### src/rtl/sha2ind_pkg.sv
// sha2ind_pkg: state encoding and padding layout shared by the SHA-2 input sequencer.
package sha2ind_pkg;

    typedef enum logic [8:0] {
        S_CLR   = 9'b000000001,
        S_IDLE  = 9'b000000010,
        S_MSG   = 9'b000000100,
        S_WAITM = 9'b000001000,
        S_PAD   = 9'b000010000,
        S_WAITP = 9'b000100000,
        S_ZERO  = 9'b001000000,
        S_LEN   = 9'b010000000,
        S_WAITL = 9'b100000000
    } state_t;

    // The length word occupies the tail of the final block; zeros stop just before it.
    localparam int LEN_WORDS = 1;

    function automatic int last_idx(input int dec_w);
        return (1 << dec_w) - 1;
    endfunction

endpackage

### src/rtl/sha2indctrl_if.sv
// sha2indctrl_if: word-input, datapath-strobe and block-output signals of the input sequencer.
interface sha2indctrl_if #(
    parameter int DEC_W  = 3,
    parameter int BCNT_W = 16
);
    logic              pkt_valid, pkt_last, pkt_rdy;
    logic [DEC_W-1:0]  idx;
    logic              st_pkt, clr, pad_pkt, zero_pkt, mgln_pkt;
    logic              blk_valid, blk_last, blk_ack, busy;
    logic [BCNT_W-1:0] blk_cnt;

    modport master (
        output pkt_valid, pkt_last, idx, blk_ack,
        input  pkt_rdy, st_pkt, clr, pad_pkt, zero_pkt, mgln_pkt, blk_valid, blk_last, blk_cnt, busy
    );

    modport slave (
        input  pkt_valid, pkt_last, idx, blk_ack,
        output pkt_rdy, st_pkt, clr, pad_pkt, zero_pkt, mgln_pkt, blk_valid, blk_last, blk_cnt, busy
    );
endinterface

### src/rtl/sha2ind_bcnt.sv
// sha2ind_bcnt: per-message block counter; clr wins over count-up.
module sha2ind_bcnt #(
    parameter int BCNT_W = 16
) (
    input  logic              clk,
    input  logic              rst,
    input  logic              clr_i,
    input  logic              c_up_i,
    output logic [BCNT_W-1:0] cnt_o
);
    logic [BCNT_W-1:0] cnt_q, cnt_d;

    always_comb cnt_d = clr_i ? '0 : c_up_i ? cnt_q + 1'b1 : cnt_q;

    always_ff @(posedge clk) begin
        if (rst) cnt_q <= '0;
        else     cnt_q <= cnt_d;
    end

    assign cnt_o = cnt_q;
endmodule

### src/rtl/sha2indctrl.sv
// sha2indctrl: sequences message words, pad, zero and length words into 8-word blocks
// and hands each finished block to the compression stage.
module sha2indctrl
    import sha2ind_pkg::*;
#(
    parameter int DEC_W  = 3,
    parameter int BCNT_W = 16
) (
    input logic         clk,
    input logic         rst,
    sha2indctrl_if.slave bus
);
    localparam logic [DEC_W-1:0] LAST = DEC_W'(last_idx(DEC_W));
    localparam logic [DEC_W-1:0] PRE  = DEC_W'(last_idx(DEC_W) - LEN_WORDS);

    state_t            state_q, state_d;
    logic              pp_q, pp_d;
    logic              in_st, acc, at_last, at_pre, wait_st;
    logic [BCNT_W-1:0] cnt;

    always_ff @(posedge clk) begin
        if (rst) begin
            state_q <= S_CLR;
            pp_q    <= 1'b0;
        end else begin
            state_q <= state_d;
            pp_q    <= pp_d;
        end
    end

    // pp remembers that the last word filled a block, so padding follows the ack.
    always_comb begin
        in_st   = state_q == S_IDLE || state_q == S_MSG;
        acc     = in_st && bus.pkt_valid;
        at_last = bus.idx == LAST;
        at_pre  = bus.idx == PRE;
        pp_d    = acc && at_last ? bus.pkt_last : pp_q;
        state_d = state_q;
        case (state_q)
            S_CLR:         state_d = S_IDLE;
            S_IDLE, S_MSG: if (acc) state_d = at_last ? S_WAITM : bus.pkt_last ? S_PAD : S_MSG;
            S_WAITM:       if (bus.blk_ack) state_d = pp_q ? S_PAD : S_MSG;
            S_PAD:         state_d = at_last ? S_WAITP : at_pre ? S_LEN : S_ZERO;
            S_WAITP:       if (bus.blk_ack) state_d = S_ZERO;
            S_ZERO:        if (at_pre) state_d = S_LEN;
            S_LEN:         state_d = S_WAITL;
            S_WAITL:       if (bus.blk_ack) state_d = S_CLR;
            default:       state_d = S_CLR;
        endcase
    end

    always_comb begin
        wait_st       = state_q inside {S_WAITM, S_WAITP, S_WAITL};
        bus.pkt_rdy   = !rst && in_st;
        bus.st_pkt    = !rst && (acc || state_q inside {S_PAD, S_ZERO, S_LEN});
        bus.pad_pkt   = !rst && state_q == S_PAD;
        bus.zero_pkt  = !rst && state_q == S_ZERO;
        bus.mgln_pkt  = !rst && state_q == S_LEN;
        bus.clr       = !rst && state_q == S_CLR;
        bus.blk_valid = !rst && wait_st;
        bus.blk_last  = !rst && state_q == S_WAITL;
        bus.busy      = !rst && !(state_q inside {S_CLR, S_IDLE});
        bus.blk_cnt   = rst ? '0 : cnt;
    end

    sha2ind_bcnt #(.BCNT_W(BCNT_W)) u_bcnt (
        .clk   (clk),
        .rst   (rst),
        .clr_i (bus.clr),
        .c_up_i(bus.blk_ack && wait_st),
        .cnt_o (cnt)
    );
endmodule

### src/flat_wrapper.sv
// flat-port wrapper written by rule: the top's interface ports become plain ports
module sha2indctrl_flat import sha2ind_pkg::*;
#(
    parameter int DEC_W  = 3,
    parameter int BCNT_W = 16
)
  (clk, rst, bus_pkt_valid, bus_pkt_last, bus_idx, bus_blk_ack, bus_pkt_rdy, bus_st_pkt, bus_clr, bus_pad_pkt, bus_zero_pkt, bus_mgln_pkt, bus_blk_valid, bus_blk_last, bus_blk_cnt, bus_busy);
  sha2indctrl_if #(.DEC_W(DEC_W), .BCNT_W(BCNT_W)) bus_i ();
  input logic clk;
  input logic rst;
  input wire logic [$bits(bus_i.pkt_valid)-1:0] bus_pkt_valid;
  input wire logic [$bits(bus_i.pkt_last)-1:0] bus_pkt_last;
  input wire logic [$bits(bus_i.idx)-1:0] bus_idx;
  input wire logic [$bits(bus_i.blk_ack)-1:0] bus_blk_ack;
  output wire logic [$bits(bus_i.pkt_rdy)-1:0] bus_pkt_rdy;
  output wire logic [$bits(bus_i.st_pkt)-1:0] bus_st_pkt;
  output wire logic [$bits(bus_i.clr)-1:0] bus_clr;
  output wire logic [$bits(bus_i.pad_pkt)-1:0] bus_pad_pkt;
  output wire logic [$bits(bus_i.zero_pkt)-1:0] bus_zero_pkt;
  output wire logic [$bits(bus_i.mgln_pkt)-1:0] bus_mgln_pkt;
  output wire logic [$bits(bus_i.blk_valid)-1:0] bus_blk_valid;
  output wire logic [$bits(bus_i.blk_last)-1:0] bus_blk_last;
  output wire logic [$bits(bus_i.blk_cnt)-1:0] bus_blk_cnt;
  output wire logic [$bits(bus_i.busy)-1:0] bus_busy;
  assign bus_i.pkt_valid = bus_pkt_valid;
  assign bus_i.pkt_last = bus_pkt_last;
  assign bus_i.idx = bus_idx;
  assign bus_i.blk_ack = bus_blk_ack;
  assign bus_pkt_rdy = bus_i.pkt_rdy;
  assign bus_st_pkt = bus_i.st_pkt;
  assign bus_clr = bus_i.clr;
  assign bus_pad_pkt = bus_i.pad_pkt;
  assign bus_zero_pkt = bus_i.zero_pkt;
  assign bus_mgln_pkt = bus_i.mgln_pkt;
  assign bus_blk_valid = bus_i.blk_valid;
  assign bus_blk_last = bus_i.blk_last;
  assign bus_blk_cnt = bus_i.blk_cnt;
  assign bus_busy = bus_i.busy;
  sha2indctrl #(.DEC_W(DEC_W), .BCNT_W(BCNT_W)) u_core (.clk(clk), .rst(rst), .bus(bus_i));
endmodule
### config.mk
export PLATFORM = sky130hd
export DESIGN_NAME = sha2indctrl_flat
export DESIGN_NICKNAME = d
export VERILOG_FILES = /design/src/rtl/sha2ind_pkg.sv /design/src/rtl/sha2indctrl_if.sv /design/src/rtl/sha2ind_bcnt.sv /design/src/rtl/sha2indctrl.sv /design/src/flat_wrapper.sv
export SDC_FILE = /design/constraint.sdc
export NUM_CORES = 1
export LEC_CHECK = 0
export ABC_AREA = 1
export CORE_AREA = 2 2 84 70
export DETAILED_ROUTE_END_ITERATION = 16
export DIE_AREA = 0 0 86 72
export HOLD_SLACK_MARGIN = 0.12
export PLACE_DENSITY = 0.56
export SLEW_MARGIN = 0
export SYNTH_ARGS = -nofsm -noshare
export SYNTH_HDL_FRONTEND = slang
export SYNTH_SLANG_ARGS = --single-unit
### constraint.sdc
create_clock -name clk -period 2.3 [get_ports clk]
set_clock_uncertainty 0.05 [all_clocks]
set_input_delay 0.46 -clock clk [delete_from_list [all_inputs] [get_ports clk]]
set_output_delay 0.46 -clock clk [all_outputs]
set_load 0.005 [all_outputs]
; Word-level counts from Yosys, hierarchy flattened
; Index checks and enable logic that the tools add are counted.
[word_totals]
regBits = 26
in_bits = 8
output_inout_bits = 25
word_cells = 54
[classes]
addsub = 1
eq_ne = 16
n_mux = 12
n_reduce_logical = 22
[op_table]
columns = operator, n
row1 = case mux 9 bit (8 select lines), 1
row2 = two-way mux 9 bit, 7
row3 = "adder 16 x 1 -> 16 bit, second input constant", 1
row4 = two-way mux 16 bit, 1
row5 = logical AND 1 bit, 12
row6 = two-way mux 5 bit, 2
row7 = "equality test 9 x 1 -> 1 bit, second input constant", 1
row8 = "equality test 9 x 2 -> 1 bit, second input constant", 1
row9 = "equality test 9 x 3 -> 1 bit, second input constant", 1
row10 = "equality test 9 x 4 -> 1 bit, second input constant", 1
row11 = "equality test 9 x 5 -> 1 bit, second input constant", 1
row12 = "equality test 9 x 6 -> 1 bit, second input constant", 1
row13 = "equality test 9 x 7 -> 1 bit, second input constant", 1
row14 = "equality test 9 x 8 -> 1 bit, second input constant", 1
row15 = "equality test 9 bit, second input constant", 1
row16 = two-way mux 8 bit, 1
row17 = "equality test 3 bit, second input constant", 2
row18 = "inequality test 2 bit, second input constant", 3
row19 = nonzero test 3 bit, 2
row20 = AND reduction 5 bit, 1
row21 = "inequality test 2 x 1 -> 1 bit, second input constant", 2
row22 = OR reduction 2 bit, 2
row23 = zero test 1 bit, 2
row24 = logical OR 1 bit, 2
row25 = nonzero test 2 bit, 1

; Longest topological paths before layout
[depth]
word_depth = 5
depth_mapped = 11
mapped_depth_nobuf = 11

; Modules after synthesis
; Synthesis repeated with hierarchy kept, for this count alone.
[hier_totals]
cells_unflattened = 278
hier_area_um2 = 1732.9
[by_module_without_submodules]
columns = module, n_inst, cells_per_inst, area_per_inst_um2, seq_area_each_um2
row1 = sha2indctrl, 1, 162, 888.4, 200.2
row2 = sha2ind_bcnt, 1, 116, 844.6, 320.3

; Worst setup path after synthesis
; No wires, ideal clock.
[synth_path]
kind = flip-flop to output port
startpoint = reg u_core.state_q[6]
endpoint = out bus_busy
arrival_ps = 1221
t_required_ps = 1790
slack_ps = 569
path_stages_with_launch = 10
n_path_buf = 1
path_cell_list = dfxtp_1 -> nor2_4 -> nand2_4 -> nor2_8 -> nand4_2 -> inv_1 -> nor2_2 -> inv_2 -> buf_4 -> nor2_1
[synth_via]
elab_chain_cells = 4
word_cells_on_any_way = 5
cone_classes = 2 x eq/ne / 3 x reduce/logical
[synth_rtl]
columns = element, line_no
row1 = from (decl), sha2indctrl.sv:16  ; state_t state_q, state_d;
row2 = from (signal assigned), sha2indctrl.sv:26  ; state_q <= state_d;
row3 = equality test 9 x 1 -> 1 bit / equality test 9 x 2 -> 1 bit (equally long branches), sha2indctrl.sv:62  ; bus.busy = !rst && !(state_q inside {S_CLR, S_IDLE});
row4 = nonzero test 2 bit (*), sha2indctrl.sv:62
row5 = zero test 1 bit (*), sha2indctrl.sv:62
row6 = logical AND 1 bit (*), sha2indctrl.sv:62
row7 = to (decl), flat_wrapper.sv:24  ; output wire logic [$bits(bus_i.busy)-1:0] bus_busy;
; Mark *: on every way between the ends. The rest lies on a longest branch, timed or not.

; Worst setup path in the final report
[layout_path]
startpoint = reg u_core.state_q[6]
endpoint = out bus_clr
[layout_via]
elab_chain_cells = 2
[layout_rtl]
columns = element, line_no
row1 = equality test 9 x 1 -> 1 bit, sha2indctrl.sv:59  ; bus.clr = !rst && state_q == S_CLR;
row2 = logical AND 1 bit, sha2indctrl.sv:59
row3 = to (decl), flat_wrapper.sv:17  ; output wire logic [$bits(bus_i.clr)-1:0] bus_clr;
; No other way between the ends.

==> parameters.txt <==
Parameter                              Value

Layout
  Share of layout cells above drive strength 1 ... 24.2%
  Sequential standard cell area ... 544 µm²
  Post-layout util ... 48.9%
  Synth-to-layout area growth ... 43.2%
  Antenna diode instance count ... 0
  Final Cell Area ... 2600 µm²
  Most common cell after layout, fill and taps aside ... nand2_1
  Footprint of the multi-input gates ... 1160 µm²
  # fillers ... 519
  Most used cells in the layout excluding fill and tap cells ... nand2_1, nor2_1, buf_4, inv_1, nand3_1
  Number of nets at the end of the flow ... 367

Synth
  Cell type with the largest total area after synthesis ... dfxtp_1
  Fraction of the mapped netlist area in compound gates ... 8.55%
  Register area share after synthesis ... 28.7%
  Synthesized-area fraction occupied by xor and xnor cells ... 4.34%
  Ranking of synthesized cells by area ... dfxtp_1, nand2_1, nand3_1
  Average instance area after synthesis ... 6.26 µm²
  Count of yosys warnings during synthesis ... 0
  Number of nets in the synthesized netlist ... 299
  Adder-cell area share of the yosys netlist ... 0.690%
  Number of instances in the synthesized netlist ... 290
  Post-synthesis cell type count ... 27
  Area fraction in and, or, nand and nor cells after synthesis ... 46.6%
  Combinational family with the most area after synthesis ... simple AND/OR/NAND/NOR gates
  Fraction of synthesized cell area taken by the top area cell type ... 28.7%
  Register bit count reported by yosys ... 26
  Cell area after technology mapping ... 1810 µm²
  Mux contribution to synthesized area ... 0%

Setup path
  Critical register-to-register path startpoint ... u_core.state_q[5]
  Type of the worst setup path ... register to output port
  Critical path's slowest cell ... clkdlybuf4s50_1
  Data arrival time at the worst-slack endpoint ... 1.72 ns
  Setup slack of the worst register-to-register path ... 0.08 ns
  Largest incremental delay on the critical path ... 0.50 ns
  Required @ worst endpoint ... 1.79 ns
  Combined buffer and inverter count along the critical path ... 1
  Element type at the critical path end ... output port
  Top Family by Delay on Critical Path ... simple AND/OR/NAND/NOR gates
  Element type at the critical path start ... register
  Worst-case reg-to-reg path depth ... 17
  FF-to-FF End ... u_core.pp_q
  CP Max Fanout ... 4
  Cell breakdown of the critical path ... nor2_4 -> nand2_4 -> nor2_8 -> nand4_4 -> nor2_2 -> clkdlybuf4s50_1

Floorplan
  # IOs ... 33
  Starting utilization of the core area ... 34.1%
  Floorplan die height ... 72 µm
  Area of the core ... 5320 µm²
  Site Rows ... 24
  Chip Width ... 86 µm
  Full die area ... 6190 µm²

Timing
  Final cycle utilization of the critical path ... 96.9%
  Normalized max-slew margin ... 77.4%
  Final Critical Period ... 2.23 ns
  Highest attainable clock frequency ... 449 MHz
  Total count of max-transition violations in the final report ... 0
  Final setup viols ... 0
  Number of endpoints with negative hold slack in the final report ... 0
  Transition time at the pin with the least slew margin ... 0.339 ns

Place
  Placement-stage cell area ... 2260 µm²
  Final RePlAce weighted congestion ... 0.780
  Count of buffers from port buffering ... 32
  Final HPWL from detailed placement ... 3680 µm

CTS
  Clock-pin slew reported for the worst setup and hold paths after clock tree synthesis ... 0.10 ns
  Hold-fix buffers at CTS ... 0
  Max H-tree Level ... 1
  Clk sinks ... 26
  Clock buffer count from CTS ... 3
  Source-to-sink clock delay at the later pin of the worst-skew pair ... 0.28 ns
  Clock Path Buffers ... 2
  Clock tree root driver cell ... clkbuf_8
  TritonCTS clock tree ... done

Power
  Internal ... 0.867 mW
  Part of the power in registers ... 37.5%
  NetSw ... 0.504 mW
  Combinational share of power ... 42.9%
  Areal power density over the cells ... 528 nW/µm²
  Clock network fraction of design power ... 19.7%
  Proportion of total power due to net switching ... 36.8%
  Maximum vdd ir drop ... 0.286 mV
  Leakage ... 1.11 nW

GRT
  Antenna violations before repair ... 0
  First-pass GRT wire length ... 8310 µm
  Vias in the first global route ... 1710
  Remaining Overflow, GRT ... 0
  GRT Overall Usage ... 17.0%
  Maximum number of pins on one net before global-route repair ... 15

Detailed routing
  Detail-routed via count per cell ... 4.78
  Count of TritonRoute iterations in the first routing pass ... 4
  Total via count after detailed routing ... 2011
  Residual antenna-violating net count after detailed routing ... 0
  Wire length per cell ... 13.2 µm
  Wire length after detailed routing ... 5550 µm
  Detailed Route Iter0 Violations ... 115
  DRC viols ... 0

Run status
  Outcome ... complete, no violations

Worst hold path
  Worst Hold Path Cells ... 2
  Capture endpoint of the worst hold path ... u_core.u_bcnt.cnt_o[14]
  Worst min-delay path startpoint ... u_core.u_bcnt.cnt_o[14]
  Worst hold path class ... register to register

Run
  Number of max-cap violations ... 0
==> repair_timing <==
item,4_1_cts,5_1_grt
endpoints found under the setup margin,13,8
resized for setup,21,23
pin swaps,9,11
setup buffers,15,12
==> sequential cells by signal, indices dropped and copies added, names as in the netlist <==
name,flops
u_core.state_q,9
u_core.u_bcnt.cnt_o,16
u_core.pp_q,1
==> worst max path at each step <==
stage,startpoint,to,slack [ns],cells past startpoint
after floorplan,u_core.state_q[6],bus_busy,0.57,9
after global placement,rst,bus_pad_pkt,-0.03,4
after detailed placement,rst,bus_pad_pkt,-0.06,4
after CTS,u_core.state_q[6],bus_busy,-0.08,9
after global routing,u_core.state_q[4],bus_mgln_pkt,-0.01,6
final,u_core.state_q[6],bus_clr,0.07,6
==> power groups by stage <==
stage               logic (mW)  clock network, mW  registers (mW)
floorplan                0.242                  0           0.501
CTS                      0.486              0.278           0.506
finish                   0.588              0.270           0.514
global placement         0.397                  0           0.505
detailed placement       0.397                  0           0.504
global route             0.630              0.296           0.518
==> area by class of cell <==
class | instances | share of cell area (%)
clock buffer | 3 | 1.59
inverter | 41 | 6.02
multi-input combinational | 215 | 44.6
sequential | 26 | 20.9
tap | 65 | 3.13
timing repair buffer | 71 | 23.7
==> cells in the mapped netlist, drive strengths merged <==
library cell / count
ha: 1
xor2: 9
buf: 3
dfxtp: 26
nand4: 7
nand3: 42
and2: 1
nor2: 55
inv: 41
a21oi: 22
o21ai: 7
nand2: 67
o22ai: 1
nor3: 3
clkbuf: 5
==> layer usage <==
layer / track usage (%) / vias to the layer above / routed length, µm
li1: - / 1056 / -
met1: 26.7 / 892 / 2690
met2: 24.0 / 56 / 2450
met3: 2.50 / 7 / 364
met4: 4.59 / 0 / 47
met5: 0 / - / 0
==> kinds of logic after synthesis <==
family / after synthesis
and+or+nand+nor: 175
buffers and inverters: 49
AOI/OAI and AO/OA: 30
DFF: 26
xor gates and xnor gates: 9
adders and majority gates: 1
==> worst register-to-register path: cells and delay by family (launching register included) <==
family | cells | cell delay (ns)
and+or+nand+nor | 5 | 0.36
buffers and inverters | 11 | 1.30
DFF | 1 | 0.36
AOI/OAI and AO/OA | 1 | 0.06
==> stage by stage <==
| step | TNS [ns] | hold WS [ns] | setup WS (ns) | cells | power [mW] |
|---|---|---|---|---|---|
| CTS | -0.136 | 0.445 | -0.0776 | 409 | 1.27 |
| floorplan | 0 | 0.402 | 0.569 | 290 | 0.742 |
| detailed placement | -0.162 | 0.432 | -0.0556 | 391 | 0.901 |
| global route | -0.0206 | 0.476 | -0.0101 | 421 | 1.44 |
| global placement | -0.0557 | 0.417 | -0.0321 | 391 | 0.902 |
| finish | 0 | 0.442 | 0.0709 | 421 | 1.37 |
Power figures use the tool's default switching activity.
